## config.mk

```make
export PLATFORM = sky130hd
export DESIGN_NAME = pac_move_ctrl
export DESIGN_NICKNAME = d
export VERILOG_FILES = /design/src/rtl/pac_pkg.sv /design/src/rtl/pac_req_decode.sv /design/src/rtl/pac_move_ctrl.sv
export SDC_FILE = /design/constraint.sdc
export NUM_CORES = 1
export LEC_CHECK = 0
export ABC_AREA = 1
export BUFFER_PORTS_ARGS = -buffer_cell sky130_fd_sc_hd__buf_2
export CORE_ASPECT_RATIO = 0.5
export CORE_UTILIZATION = 60
export CTS_BUF_LIST = sky130_fd_sc_hd__clkbuf_4 sky130_fd_sc_hd__clkbuf_8
export DETAILED_ROUTE_END_ITERATION = 6
export HOLD_SLACK_MARGIN = 0.02
export PLACE_DENSITY = 0.86
export SYNTH_ARGS = -nofsm -noshare
export SYNTH_HDL_FRONTEND = slang
export SYNTH_SLANG_ARGS = --single-unit
```

## constraint.sdc

```tcl
create_clock -name clk -period 7 [get_ports clk]
set_input_delay 1.75 -clock clk [delete_from_list [all_inputs] [get_ports clk]]
set_output_delay 1.75 -clock clk [all_outputs]
set_load 0.01 [all_outputs]
```

## src/rtl/pac_pkg.sv

```systemverilog
// Shared types and constants for the Pac-Man sprite movement controller:
// direction encoding, input code tables and screen geometry.
package pac_pkg;

  typedef enum logic [1:0] {
    LEFT  = 2'd0,
    RIGHT = 2'd1,
    UP    = 2'd2,
    DOWN  = 2'd3
  } dir_t;

  typedef enum logic {
    SRC_KEYPAD,
    SRC_PS2
  } src_t;

  typedef enum logic {
    IDLE,
    MOVE
  } state_t;

  localparam int SCREEN_W = 640;
  localparam int SCREEN_H = 480;
  localparam int SPRITE_W = 32;
  localparam int SPRITE_H = 32;
  localparam int X_MAX_DEF = SCREEN_W - SPRITE_W;
  localparam int Y_MAX_DEF = SCREEN_H - SPRITE_H;

  // Keypad codes are 5 bits wide; they are held zero-extended to 8 bits here.
  localparam logic [7:0] KEY_LEFT  = 8'h0C;
  localparam logic [7:0] KEY_RIGHT = 8'h0E;
  localparam logic [7:0] KEY_UP    = 8'h09;
  localparam logic [7:0] KEY_DOWN  = 8'h11;

  localparam logic [7:0] PS2_LEFT  = 8'h6B;
  localparam logic [7:0] PS2_RIGHT = 8'h74;
  localparam logic [7:0] PS2_UP    = 8'h75;
  localparam logic [7:0] PS2_DOWN  = 8'h72;

  function automatic logic is_horiz(dir_t d);
    return (d == LEFT) || (d == RIGHT);
  endfunction

  function automatic logic is_decr(dir_t d);
    return (d == LEFT) || (d == UP);
  endfunction

endpackage

```

## src/rtl/pac_req_decode.sv

```systemverilog
// Rising-edge detector on one input source's ready level plus decoding of its
// code into a direction. req_valid is high only in the cycle of the edge.
module pac_req_decode
  import pac_pkg::*;
#(
  parameter src_t SRC    = SRC_KEYPAD,
  parameter int   CODE_W = 8
) (
  input  logic              clk,
  input  logic              rst,
  input  logic              ready,
  input  logic [CODE_W-1:0] code,
  output logic              req_valid,
  output dir_t              req_dir
);

  logic       ready_q;
  logic       known;
  logic [7:0] code8;

  assign code8 = 8'(code);

  always_ff @(posedge clk or posedge rst) begin
    if (rst) ready_q <= 1'b0;
    else     ready_q <= ready;
  end

  // NOTE: every output of a combinational block gets a default first, so no path leaves it unassigned and no latch is inferred.
  always_comb begin
    known   = 1'b1;
    req_dir = RIGHT;
    if (SRC == SRC_KEYPAD) begin
      case (code8)
        KEY_LEFT:  req_dir = LEFT;
        KEY_RIGHT: req_dir = RIGHT;
        KEY_UP:    req_dir = UP;
        KEY_DOWN:  req_dir = DOWN;
        default:   known   = 1'b0;
      endcase
    end else begin
      case (code8)
        PS2_LEFT:  req_dir = LEFT;
        PS2_RIGHT: req_dir = RIGHT;
        PS2_UP:    req_dir = UP;
        PS2_DOWN:  req_dir = DOWN;
        default:   known   = 1'b0;
      endcase
    end
  end

  // Unknown codes never become requests, so they are neither queued nor counted.
  assign req_valid = ready & ~ready_q & known;

endmodule

```

## src/rtl/pac_move_ctrl.sv

```systemverilog
// Sprite position sequencer: arbitrates keypad/PS2 move requests through a
// one-deep queue and walks the sprite one pixel per tick toward a clamped target.
module pac_move_ctrl
  import pac_pkg::*;
#(
  parameter int X_INIT = 30,
  parameter int Y_INIT = 146,
  parameter int STEP   = 20,
  parameter int X_MAX  = X_MAX_DEF,
  parameter int Y_MAX  = Y_MAX_DEF
) (
  input  logic       clk,
  input  logic       rst,
  input  logic       tick,
  input  logic       key_ready,
  input  logic [4:0] key_code,
  input  logic       ps2_ready,
  input  logic [7:0] ps2_code,
  output logic [9:0] pos_x,
  output logic [8:0] pos_y,
  output logic [1:0] dir,
  output logic       moving,
  output logic       pending,
  output logic [7:0] drop_cnt
);

  // Target = cur +/- STEP in 11-bit signed, clamped to [0, max].
  function automatic logic [9:0] step_target(logic [9:0] cur, logic dec, int max);
    logic signed [10:0] t;
    if (dec) t = $signed({1'b0, cur}) - $signed(11'(STEP));
    else     t = $signed({1'b0, cur}) + $signed(11'(STEP));
    if (t < 11'sd0)                  return '0;
    else if (t > $signed(11'(max)))  return 10'(max);
    else                             return t[9:0];
  endfunction

  state_t     state;
  dir_t       dir_q, q_dir;
  logic [9:0] target;

  logic       k_valid, p_valid;
  dir_t       k_dir, p_dir;
  logic       first_v, second_v;
  dir_t       first_d;

  logic       start, use_first, slot_full, sel_horiz;
  dir_t       sel_dir, slot_dir;
  logic [1:0] drops;
  logic [8:0] drop_sum;
  logic [9:0] sel_cur, tgt, mv_cur, step_val;

  pac_req_decode #(.SRC(SRC_KEYPAD), .CODE_W(5)) u_key_dec (
    .clk(clk), .rst(rst), .ready(key_ready), .code(key_code),
    .req_valid(k_valid), .req_dir(k_dir)
  );

  pac_req_decode #(.SRC(SRC_PS2), .CODE_W(8)) u_ps2_dec (
    .clk(clk), .rst(rst), .ready(ps2_ready), .code(ps2_code),
    .req_valid(p_valid), .req_dir(p_dir)
  );

  // Keypad wins a same-cycle tie; the PS2 request then queues as the later one.
  assign first_v  = k_valid | p_valid;
  assign first_d  = k_valid ? k_dir : p_dir;
  assign second_v = k_valid & p_valid;

  always_comb begin
    start     = 1'b0;
    use_first = 1'b1;
    sel_dir   = q_dir;
    slot_full = pending;
    slot_dir  = q_dir;
    drops     = 2'd0;
    if (state == IDLE) begin
      if (pending) begin
        start     = 1'b1;
        slot_full = 1'b0;
      end else if (first_v) begin
        start     = 1'b1;
        sel_dir   = first_d;
        use_first = 1'b0;
      end
    end
    // The oldest request keeps the slot; anything arriving on a full slot is dropped.
    if (first_v && use_first) begin
      if (!slot_full) begin
        slot_full = 1'b1;
        slot_dir  = first_d;
      end else begin
        drops = drops + 2'd1;
      end
    end
    if (second_v) begin
      if (!slot_full) begin
        slot_full = 1'b1;
        slot_dir  = p_dir;
      end else begin
        drops = drops + 2'd1;
      end
    end
  end

  assign sel_horiz = is_horiz(sel_dir);
  assign sel_cur   = sel_horiz ? pos_x : {1'b0, pos_y};
  assign tgt       = step_target(sel_cur, is_decr(sel_dir), sel_horiz ? X_MAX : Y_MAX);

  assign mv_cur    = is_horiz(dir_q) ? pos_x : {1'b0, pos_y};
  assign step_val  = is_decr(dir_q) ? mv_cur - 10'd1 : mv_cur + 10'd1;

  assign drop_sum  = {1'b0, drop_cnt} + 9'(drops);
  assign dir       = dir_q;

  // NOTE: sequential state uses non-blocking assignments so every register samples pre-edge values regardless of statement order.
  always_ff @(posedge clk or posedge rst) begin
    if (rst) begin
      state    <= IDLE;
      pos_x    <= 10'(X_INIT);
      pos_y    <= 9'(Y_INIT);
      dir_q    <= RIGHT;
      q_dir    <= RIGHT;
      target   <= '0;
      moving   <= 1'b0;
      pending  <= 1'b0;
      drop_cnt <= '0;
    end else begin
      pending  <= slot_full;
      q_dir    <= slot_dir;
      drop_cnt <= drop_sum[8] ? 8'hFF : drop_sum[7:0];
      case (state)
        IDLE: begin
          if (start) begin
            dir_q  <= sel_dir;
            target <= tgt;
            // Against the wall: direction still updates, but no motion starts.
            if (tgt != sel_cur) begin
              state  <= MOVE;
              moving <= 1'b1;
            end
          end
        end
        MOVE: begin
          if (tick) begin
            if (is_horiz(dir_q)) pos_x <= step_val;
            else                 pos_y <= step_val[8:0];
            if (step_val == target) begin
              state  <= IDLE;
              moving <= 1'b0;
            end
          end
        end
        default: state <= IDLE;
      endcase
    end
  end

endmodule

```

# Yosys cells after proc, flatten, opt, wreduce, memory -nomap -nowiden
# Cells that the tools add are included.
# classes
add_sub_neg	6
n_lt_le_gt_ge	2
eq_ne	18
muxes	43
bitwise_logic	10
n_reduce_logical	13
# ops
cell	count
10-bit two-way mux	6
8-bit by 7-bit == test with 1-bit output, second input constant	4
1-bit two-way mux	21
2-bit two-way mux	10
5-bit by 4-bit == test with 1-bit output, second input constant	3
2-bit one-hot mux with 3 select lines	2
10-bit by 5-bit adder with 11-bit output, second input constant	1
11-bit > comparator	1
11-bit by 1-bit < comparator with 1-bit output, second input constant	1
11-bit two-way mux	1
10-bit by 5-bit subtractor with 11-bit output, second input constant	1
10-bit by 1-bit adder with 10-bit output, second input constant	1
10-bit == test	1
10-bit != test	1
10-bit by 1-bit subtractor with 10-bit output, second input constant	1
8-bit by 2-bit adder with 9-bit output	1
8-bit two-way mux	1
4-bit OR reduction	2
3-bit AND reduction	2
1-bit bitwise AND	5
5-bit == test, second input constant	1
2-bit by 1-bit == test with 1-bit output, second input constant	2
2-bit == test, second input constant	2
2-bit zero test	2
other kinds (10)	19
# word_totals
register_bits	46
inputBits	18
output_inout_bits	31
elab_cells	103

# Longest topological paths before layout
# Gate-level depths: netlist of the first run.
# logic_depth
ltp_word	20
ltp_mapped	39
mapped_depth_nobuf	37

# Modules after synthesis
# A second synthesis of the first run with hierarchy kept.
# unflattened
cells_unflattened	552
hier_area_um2	3794.9
# by_module_without_submodules
mod	instances	cells_per_inst	area_per_inst_um2	seq_area_each_um2
pac_move_ctrl	1	500	3527.1	1112.3
pac_req_decode (u_ps2_dec)	1	31	151.4	25.0
pac_req_decode (u_key_dec)	1	21	116.4	25.0

# Least setup slack after synthesis of the first run
# Ideal clock, no wire load.
# synth_path
path_type	in2reg
startpoint	in ps2_code[7]
endpoint	reg moving
setup_time_ns	0.120
arrival_time_ns	5.450
required_ns	6.880
setup_slack_ns	1.429
stages	34
path_buffers	1
path_cell_list	inv_1 > nand2_1 > nor2_4 > nand2_2 > nand3_2 > nand2_4 > nand2_8 > nand2_8 > nand2_4 > nand2_4 > o21ai_0 > inv_2 > fa_1 > o21ai_2 > a21oi_1 > o21bai_1 > xor2_1 > inv_1 > ha_1 > a21oi_1 > nand2_1 > a21oi_1 > nor2_4 > nand2_4 > buf_6 > nand2_2 > nand2_1 > nand2_1 > nor2_1 > nand3_1 > nor2_1 > nand2_1 > nand2_1 > nand2_1
# synth_via
elab_chain_cells	19
word_cells_on_any_way	34
classes_between	add/sub: 2; order compare: 2; eq/ne: 9; mux: 14; bitwise: 2; reduce/logical: 5
# synth_rtl
item	line	text
start, declared	pac_move_ctrl.sv:18	input logic [7:0] ps2_code,
8-bit by 7-bit == test with 1-bit output	pac_req_decode.sv:41	case (code8)
4-bit OR reduction (no line)	n/a	
1-bit two-way mux	pac_req_decode.sv:41	
1-bit bitwise AND	pac_req_decode.sv:52	assign req_valid = ready & ~ready_q & known;
1-bit bitwise OR	pac_move_ctrl.sv:63	assign first_v = k_valid | p_valid;
2-bit two-way mux	pac_move_ctrl.sv:78	end else if (first_v) begin
2-bit two-way mux	pac_move_ctrl.sv:75	if (pending) begin
2-bit two-way mux	pac_move_ctrl.sv:74	if (state == IDLE) begin
(+3 left out)	n/a	
10-bit by 5-bit adder with 11-bit output / 10-bit by 5-bit subtractor with 11-bit output (equally long branches)	pac_move_ctrl.sv:31, pac_move_ctrl.sv:30	
11-bit two-way mux	pac_move_ctrl.sv:30	if (dec) t = $signed({1'b0, cur}) - $signed(11'(STEP));
11-bit > comparator	pac_move_ctrl.sv:33	else if (t > $signed(11'(max))) return 10'(max);
10-bit two-way mux	pac_move_ctrl.sv:33	
10-bit two-way mux	pac_move_ctrl.sv:32	if (t < 11'sd0) return '0;
10-bit != test	pac_move_ctrl.sv:135	if (tgt != sel_cur) begin
2-bit by 1-bit != test with 1-bit output (no line)	n/a	
4-bit AND reduction (no line) *	n/a	
end signal, assigned	pac_move_ctrl.sv:122	moving <= 1'b0;
end signal, assigned	pac_move_ctrl.sv:137	moving <= 1'b1;
end signal, assigned	pac_move_ctrl.sv:147	moving <= 1'b0;
end, declared	pac_move_ctrl.sv:22	output logic moving,
# Mark *: on every way between the ends. The rest lies on a longest branch, timed or not.
# A chain may end at the register's enable or synchronous reset.

# Final worst setup path of the first run
# Ends and elaborated chain as after synthesis.

==> metrics.md, run 1 <==
| Metric | Value |
|---|---|
| Post-DRT Antenna Nets | 0 |
| Internal reg-to-reg setup slack | ~2.3 ns |
| Remaining DRCs | 0 |
| Core footprint | 0.006081 mm² |
| Syn Nets | 575 |
| Worst R2R Start | u_key_dec.ready_q |
| Die Ht | 58.28 µm |
| Cell Area, Synth | 0.003801 mm² |
| CTS Buf Count | 5 |
| Routability cong. | 0.9124 |
| Final setup viols | 0 |
| Clk sinks | 46 |
| # diodes | 0 |
| Final hold vios | 0 |
| Synthesized instance count | 530 |
| Worst Hold Endpoint | pos_x[4] |
| WS Path Type | in -> reg |
| First-pass GRT wire length | 14280 µm |
| Cts repair resizes | 0 |
| Seq/Total Area, Yosys | 0.3058 |
| Clock skew | 0.008432 ns |
| WP buf/inv | 4 |
| Area Overhead vs Synth | 10.57% |
| H-tree levels | 2 |
| Cell variety after synth | 40 |
| DP Wirelength | about 6600 µm |
| Std cell rows | 20 |
| Layout cells sized above 1 | 0.1972 |
| R2R cell count | 29 |
| Clock Root Buffer | clkbuf_8 |
| Max cap viols | 0 |
| CP startpoint kind | input port |
| CTS clock-pin slew for the worst setup and hold paths | 0.10 ns |
| Die area | 0.006677 mm² |
| Slew @ Worst Pin | approximately 1 ns |
| PortBufs | 48 |
| Worst stage delay on the critical path | 0.45 ns |
| Slew margin rel. | 0.3327 |
| Max clock buf depth | 2 |
| Worst min path class | reg -> reg |
| Worst EP required | around 7.2 ns |
| Seq cells post-synth | 46 |
| WHS Path Cells | 2 |
| Most frequent cells in the layout | nand2_1, inv_1, o21ai_0 |
| Worst-path cell with the longest stage delay | fa_1 |
| Starting density of the core | 0.6251 |
| Hold path startpoint | pos_x[4] |
| CP dominant cell by count | nand2_1 |
| Final Max Tran Viols | 0 |
| Final worst path period share | 0.8523 |
| Post-CTS Hold Fix Bufs | 0 |
| DRT Pass-1 Iters | 6 |
| Via count | 3589 |
| Crit path DAT | 6.17 ns |
| Die width | 114.6 µm |
| Average size of a mapped cell | 7.172 µm² |
| Initial antenna violation count | 0 |
| Commonest non-fill, non-tap cell in the layout | nand2_1 |
| GR Util All Layers | 0.2782 |
| WL final | ~8600 µm |
| Status | finished clean |
| Worst r2r dst | moving |
| Detailed-route vias per instance | roughly 5.4 |
| Max FO, Critical Path | 15 |
| Top Ports | 49 |
| Final hold slack | 0.5079 ns |
| Fin crit period | just under 6 ns |
| Initial DRC count | roughly 220 |
| Vias in the first global route | 3131 |
| Grt ovf | 0 |
| Largest net degree at the start of global routing | 47 |
| Post-synth top area cell | dfrtp_1 |
| Drt wl/cell | 12.91 µm |
| CTS tree | built |
| Warnings, synthesis | 0 |
| Critical Path End Type | flop |
| Worst skew pair latency | ~0.32 ns |
| Top cells by area, synth | dfrtp_1, nand2_1, ha_1 |
| Setup TNS | 0 ns |
| Unrepaired setup endpoints after global routing | false |
| Setup bufs post-CTS | 0 |
| Post-synth top area share | 0.2436 |
| Fmax | 0.1676 GHz |
| # nets final | slightly above 600 |
| CP delay by family, top | simple AND/OR/NAND/NOR gates |
worst reg2reg max path, delay by kind of cell (launching register included):
kind,cells,cell delay [ns]
AND/OR/NAND/NOR,18,1.85
adder cells (fa/ha/maj),2,0.76
XOR/XNOR,1,0.21
buffers and inverters,2,0.16
flip-flops,1,0.38
AO/OA/AOI/OAI,6,1.24
metal layers:
layer | track usage | routed length (µm) | part of all wire | vias to the layer above
met5 | 0 | 0 | 0 | -
met1 | 0.3848 | 4058 | 0.47 | 1633
met3 | 0.04916 | 710 | 0.083 | 17
li1 | - | - | - | 1793
met4 | 0.07421 | 103 | 0.012 | 0
met2 | 0.4563 | 3727 | 0.43 | 146
kinds of logic after synthesis:
kind of cell | Yosys count | share of synthesized area
AOI/OAI and AO/OA | 94 | 0.1333
and+or+nand+nor | 264 | 0.3463
DFF | 46 | 0.3058
buffers and inverters | 84 | 0.08525
adders and majority gates | 27 | 0.09480
xor gates and xnor gates | 15 | 0.03456
cell usage after synthesis, drive strengths merged:
library cell,n
clkbuf,6
dfrtp,37
inv,76
ha,24
dfstp,9
a21oi,19
nand2,171
o211ai,2
a221oi,1
a31oi,5
nand4,5
o21a,1
fa,3
a21o,1
o22ai,1
o21bai,2
a211oi,1
nand3b,2
xor2,8
o21ai,61
buf,2
nor3b,1
or2,4
nor2,37
nor3,5
xnor2,7
nand3,39
cell type report:
cell class                 instances  area (µm²)
sequential                        46        1162
clock buffer                       6       76.32
fill                             542        1878
clock inverter                     2       13.76
tap                               88       110.1
multi-input combinational        400        2315
timing repair buffer              48       240.2
inverter                          76       285.3
worst max path at each step:
stage                         to  cells after the start         from  slack [ns]
final                     moving                     34  ps2_code[7]        1.03
after detailed placement  moving                     34  ps2_code[7]        0.77
after global routing      moving                     34  ps2_code[2]        0.55
after CTS                 moving                     34  ps2_code[7]        1.08
after global placement    moving                     34  ps2_code[7]        0.98
after floorplan           moving                     34  ps2_code[7]        1.43
through the flow:
step,utilization,instances,setup WS [ns],instance area (µm²)
CTS,0.6912,666,1.079,4203
detailed placement,0.6763,658,0.7664,4113
global route,0.6912,666,0.5488,4203
global placement,0.6763,658,0.9785,4113
floorplan,-,530,1.429,3801
finish,0.6912,666,1.034,4203
state kept, by name, summed over array words and instances (netlist names):
| name | count |
|---|---|
| state | 1 |
| dir | 2 |
| pos_x | 10 |
| drop_cnt | 8 |
| u_key_dec.ready_q | 1 |
| pos_y | 9 |
| u_ps2_dec.ready_q | 1 |
| pending | 1 |
| moving | 1 |
| q_dir | 2 |
| target | 10 |
Power of run 1 is left out: the tool's default activity adds up to more than one toggle a clock period on the data nets, which glitch-free logic cannot reach.
==> run 2, diff against run 1 <==
clock period = 7.5 ns   (was 7 ns; I/O delays follow)
==> run 2 against run 1 <==
Die area did not move. Design area is the same. Register-to-register slack gained 0.51 ns. Clock-buffer cell count is the same. Global-route usage is 1.2 points higher. Highest routed layer unchanged.
==> metrics.md, run 2 (same netlist as run 1, synthesis figures left out) <==
| Metric | Value |
|---|---|
| Status | finished clean |
| Final worst path period share | 0.8074 |
| Commonest non-fill, non-tap cell in the layout | nand2_1 |
| Unrepaired setup endpoints after global routing | false |
| Post-CTS Hold Fix Bufs | 0 |
| WP buf/inv | 4 |
| Post-route cell area | 0.004203 mm² |
| WL final | a little under 9000 µm |
| Post-DRT Antenna Nets | 0 |
| Post-placement cell area | 0.004113 mm² |
| Critical Path Source | ps2_code[7] |
| Max cap viols | 0 |
| WS Path Type | in -> reg |
| Die width | about 110 µm |
| Top Ports | 49 |
| # diodes | 0 |
| First-pass GRT wire length | 14950 µm |
| Final hold vios | 0 |
| Clock Root Buffer | clkbuf_8 |
| Max FO, Critical Path | 15 |
| Starting density of the core | 0.6251 |
| DRT Pass-1 Iters | 5 |
| Largest net degree at the start of global routing | 47 |
| Critical Path End Type | flop |
| CTS tree | built |
| Initial DRC count | 233 |
| Vias in the first global route | 3299 |
| Detailed-route vias per instance | ~5.3 |
| Area Overhead vs Synth | 10.57% |
| Routability cong. | 0.9134 |
| Worst-path cell with the longest stage delay | fa_1 |
| Footprint of the multi-input gates | 0.002315 mm² |
| Top Registers | pos_x x10, target x10, pos_y x9 |
| Worst stage delay on the critical path | 0.46 ns |
| GR Util All Layers | 0.2907 |
| Std cell rows | 20 |
| Final Max Tran Viols | 0 |
| Clk sinks | 46 |
| DP Wirelength | 6630 µm |
| Worst min path class | reg -> reg |
| Die Ht | 58.28 µm |
| Final setup viols | 0 |
| Fin crit period | 6.055 ns |
| Fillcell total | approximately 520 |
| Cts repair resizes | 0 |
| CP dominant cell by count | nand2_1 |
| Clock skew | approximately 0.011 ns |
| H-tree levels | 2 |
| Crit path DAT | 6.28 ns |
| Grt ovf | 0 |
| Via count | 3561 |
| Worst skew pair latency | between 0.3 and 0.4 ns |
| Slew @ Worst Pin | ~0.98 ns |
| Worst R2R Start | u_key_dec.ready_q |
| CTS clock-pin slew for the worst setup and hold paths | 0.10 ns |
| # nets final | 622 |
| Worst Hold Endpoint | pos_x[4] |
| Initial antenna violation count | 0 |
| Core footprint | between 0.006 and 0.007 mm² |
| Layout cells sized above 1 | 0.1972 |
| PortBufs | 48 |
| Drt wl/cell | 13.17 µm |
| Worst EP required | 7.73 ns |
| Hold path startpoint | pos_x[4] |
| CP delay by family, top | simple AND/OR/NAND/NOR gates |
| Worst r2r dst | moving |
| Remaining DRCs | 0 |
| Most frequent cells in the layout | nand2_1, inv_1, o21ai_0 |
| Die area | 0.006677 mm² |
| R2R cell count | 29 |
| Fmax | approximately 0.17 GHz |
| Setup bufs post-CTS | 0 |
| Max clock buf depth | 2 |
| WHS Path Cells | 2 |
| Slew margin rel. | 0.3451 |
| Final hold slack | 0.5079 ns |
| CP startpoint kind | input port |
| CTS Buf Count | 5 |
| Internal reg-to-reg setup slack | 2.82 ns |
| Setup TNS | 0 ns |
| Register area | 0.001162 mm² |
-- run 2: cell counts in the layout (fill, tap and decap cells not counted) --
No cell type changed its count.
-- run 2: stage by stage --
stage | std cells | util | setup WS, ns
finish | 666 | 0.6912 | 1.445
detailed placement | 658 | 0.6763 | 1.169
CTS | 666 | 0.6912 | 1.478
global route | 666 | 0.6912 | 0.9896
global placement | 658 | 0.6763 | 1.353
floorplan | 530 | - | 1.804
-- run 2: layout make-up --
type,instances,area share
Clock buffer,6,0.01816
Tap cell,88,0.02620
Timing Repair Buffer,48,0.05716
Clock inverter,2,0.003275
Multi-Input combinational cell,400,0.5508
Sequential cell,46,0.2766
Inverter,76,0.06788
-- run 2: worst max-delay path by stage --
stage / end / slack, ns / cells after the start
2_1_floorplan: moving / 1.80 / 34
3_3_place_gp: moving / 1.35 / 34
3_5_place_dp: moving / 1.17 / 34
4_1_cts: moving / 1.48 / 34
5_1_grt: moving / 0.99 / 34
6_report: moving / 1.44 / 34
-- run 2: metal layers --
metal	part of all wire	track usage	up-vias
met5	0	0	-
met3	0.079	0.04916	18
li1	-	-	1799
met4	0.019	0.09462	0
met2	0.44	0.4814	133
met1	0.46	0.3934	1611
-- run 2: worst register-to-register path: cells and delay by family, from the launching register on --
family	cells	cell delay (ns)
simple gates	18	1.79
compound gates	6	1.26
fa+ha+maj	2	0.76
flops	1	0.38
xor+xnor	1	0.22
buf+inv	2	0.16
Power of run 2 is left out for the same reason.
==> run 3, diff against run 2 <==
ABC_AREA = 0   (was 1)
clock period = 6 ns   (was 7.5 ns; I/O delays follow)
==> run 3 against run 2 <==
Critical endpoint unchanged. Core utilization increased by 12 points. The run now ends with negative setup slack left. Global-route usage increased by 4.6 points. Synthesized area increased by 3.3%. Design area increased by 20%. Clock-buffer cell count unchanged.
==> metrics.md, run 3 <==
| Metric | Value |
|---|---|
| Std cell rows | 20 |
| DRT Pass-1 Iters | 6 |
| Seq cells post-synth | 46 |
| Final worst slack | -0.2639 ns |
| DP Wirelength | roughly 8200 µm |
| Fillcell total | 404 |
| Most frequent cells in the layout | buf_4, nand2_1, buf_2 |
| Placed Cells | 639 |
| Max clock buf depth | 2 |
| CTS tree | built |
| Fin crit period | 6.264 ns |
| Worst EP required | between 6 and 7 ns |
| Starting density of the core | 0.6354 |
| Failing checks | negative setup slack |
| Worst skew pair latency | 0.33 ns |
| Core footprint | 0.006181 mm² |
| Die area | 0.006893 mm² |
| Warnings, synthesis | 0 |
| Cell Area, Synth | around 0.004 mm² |
| Average size of a mapped cell | 8.689 µm² |
| First-pass GRT wire length | 17390 µm |
| Initial antenna violation count | 0 |
| WL final | about 11000 µm |
| Most frequent cell after synthesis | nand2_1 |
| Pre-CTS WS | -0.7124 ns |
| Max FO, Critical Path | 5 |
| Primary FF master, synth | dfrtp_1 |
| Unrepaired setup endpoints after global routing | true |
| CTS Buf Count | 5 |
| CP startpoint kind | input port |
| Final hold vios | 0 |
| Top Ports | 49 |
| Drt wl/cell | between 15 and 20 µm |
| Final setup viols | 3 |
| Ys async rst share | 1.000 |
| # diodes | 0 |
| Final non-filler cell total | between 600 and 700 |
| PortBufs | 48 |
| Post-DRT Antenna Nets | 0 |
| Most instantiated cells after synthesis | nand2_1, dfrtp_1, o21ai_0 |
| Clock skew | 0.01263 ns |
| Top cells by area, synth | dfrtp_1, ha_1, dfstp_2 |
| Commonest non-fill, non-tap cell in the layout | buf_4 |
| Area Overhead vs Synth | 27.94% |
| Clock Root Buffer | clkbuf_8 |
| Post-synth top area cell | dfrtp_1 |
| Syn Nets | 497 |
| Cell variety after synth | 76 |
| Top Registers | pos_x x10, target x10, pos_y x9 |
| Crit path DAT | between 6 and 7 ns |
| Via count | 3933 |
| H-tree levels | 2 |
| # nets final | roughly 600 |
| Initial DRC count | 273 |
| Final Max Tran Viols | 0 |
| Worst-path cell with the longest stage delay | or3b_4 |
| Max cap viols | 0 |
| Post-CTS Hold Fix Bufs | 0 |
| CP dominant cell by count | a21o_1 |
| Remaining DRCs | 0 |
| Post-synth top area share | 0.2357 |
| Synthesized instance count | between 400 and 500 |
| Critical Path End Type | flop |
| Detailed-route vias per instance | 6.041 |
| Fmax | 0.1596 GHz |
| Seq/Total Area, Yosys | 0.2960 |
| Largest net degree at the start of global routing | 47 |
| Die Ht | 59.21 µm |
| GR Util All Layers | 0.3366 |
| Vias in the first global route | 3647 |
| Status | complete, but fails checks |
| Grt ovf | 0 |
| WS Path Type | in -> reg |
| Number of synthesized flops with an enable pin | 0 |
| CTS clock-pin slew for the worst setup and hold paths | 0.09 ns |
| Die width | about 120 µm |
| Worst stage delay on the critical path | slightly below 0.4 ns |
| Routability cong. | 0.9867 |
| Worst min path class | reg -> reg |
| Layout cells sized above 1 | 0.3410 |
| Slew @ Worst Pin | roughly 0.96 ns |
| Clk sinks | 46 |
| Slew margin rel. | 0.3581 |
| Final worst path period share | 1.044 |
-- run 3: changes by cell type in the layout (fill, tap and decap cells not counted), sizes merged, moves of 10 or more --
cell    delta
nor2      -11
mux2      +19
xnor2     +12
or3       +11
nand2    -112
nand2b    +10
inv       -56
o21ai     -19
nand3     -28
buf       +70
-- run 3: layer usage --
| metal | track usage | wire length (µm) |
|---|---|---|
| met5 | 0 | 0 |
| met4 | 0.1099 | 168 |
| met3 | 0.08078 | 719 |
| met2 | 0.5630 | 5037 |
| met1 | 0.4343 | 4986 |
-- run 3: critical path, delay by kind of cell --
family / cells / cell delay (ns)
AO/OA/AOI/OAI: 10 / 2.21
adder cells (fa/ha/maj): 2 / 0.39
buffers and inverters: 3 / 0.23
multiplexers: 1 / 0.32
AND/OR/NAND/NOR: 9 / 1.79
-- run 3: through the flow --
stage	util	cell area (µm²)	TNS, ns	hold slack (ns)
2_1_floorplan	-	4013	-3.551	0.4752
3_3_place_gp	0.7775	4806	-3.039	0.4915
3_5_place_dp	0.7775	4806	-4.586	0.4962
4_1_cts	0.8051	4976	-0.5589	0.5087
5_1_grt	0.8130	5025	-1.811	0.5392
6_report	0.8130	5025	-0.5336	0.5064
-- run 3: kinds of logic (layout without fill, tap and decap cells) --
group,after synthesis,after routing,share of synthesized area
xor+xnor,32,32,0.07518
simple gates,169,169,0.2208
mux,26,26,0.07423
flops,46,46,0.2960
fa+ha+maj,27,27,0.09175
compound gates,117,117,0.2058
buf+inv,35,146,0.03632
-- run 3: path summary, 6_finish.rpt --
path / startpoint / endpoint / slack [ns] / cells past startpoint
setup / recovery: ps2_code[2] / moving / -0.26 / 25
max in group asynchronous: rst / target[9] / 4.00 / 2
setup reg to reg: state / moving / 0.82 / 21
hold reg to reg: pos_x[3] / pos_x[3] / 0.51 / 2
min in group asynchronous: rst / pending / 1.39 / 2
hold / removal: pos_x[3] / pos_x[3] / 0.51 / 2
-- run 3: repair_timing --
item,CTS,global route
endpoints found under the setup margin,9,11
gates resized for setup,10,14
pin swaps,10,11
buffers inserted,4,0
-- run 3: cell type report --
cell class | count | area (µm²) | area share
Sequential cell | 46 | 1162 | 0.2313
Clock inverter | 2 | 12.51 | 0.002490
Timing Repair Buffer | 118 | 792.0 | 0.1576
Clock buffer | 6 | 82.58 | 0.01643
Inverter | 20 | 77.57 | 0.01544
Multi-Input combinational cell | 371 | 2788 | 0.5548
Tap cell | 88 | 110.1 | 0.02191
Power of run 3 is left out for the same reason.
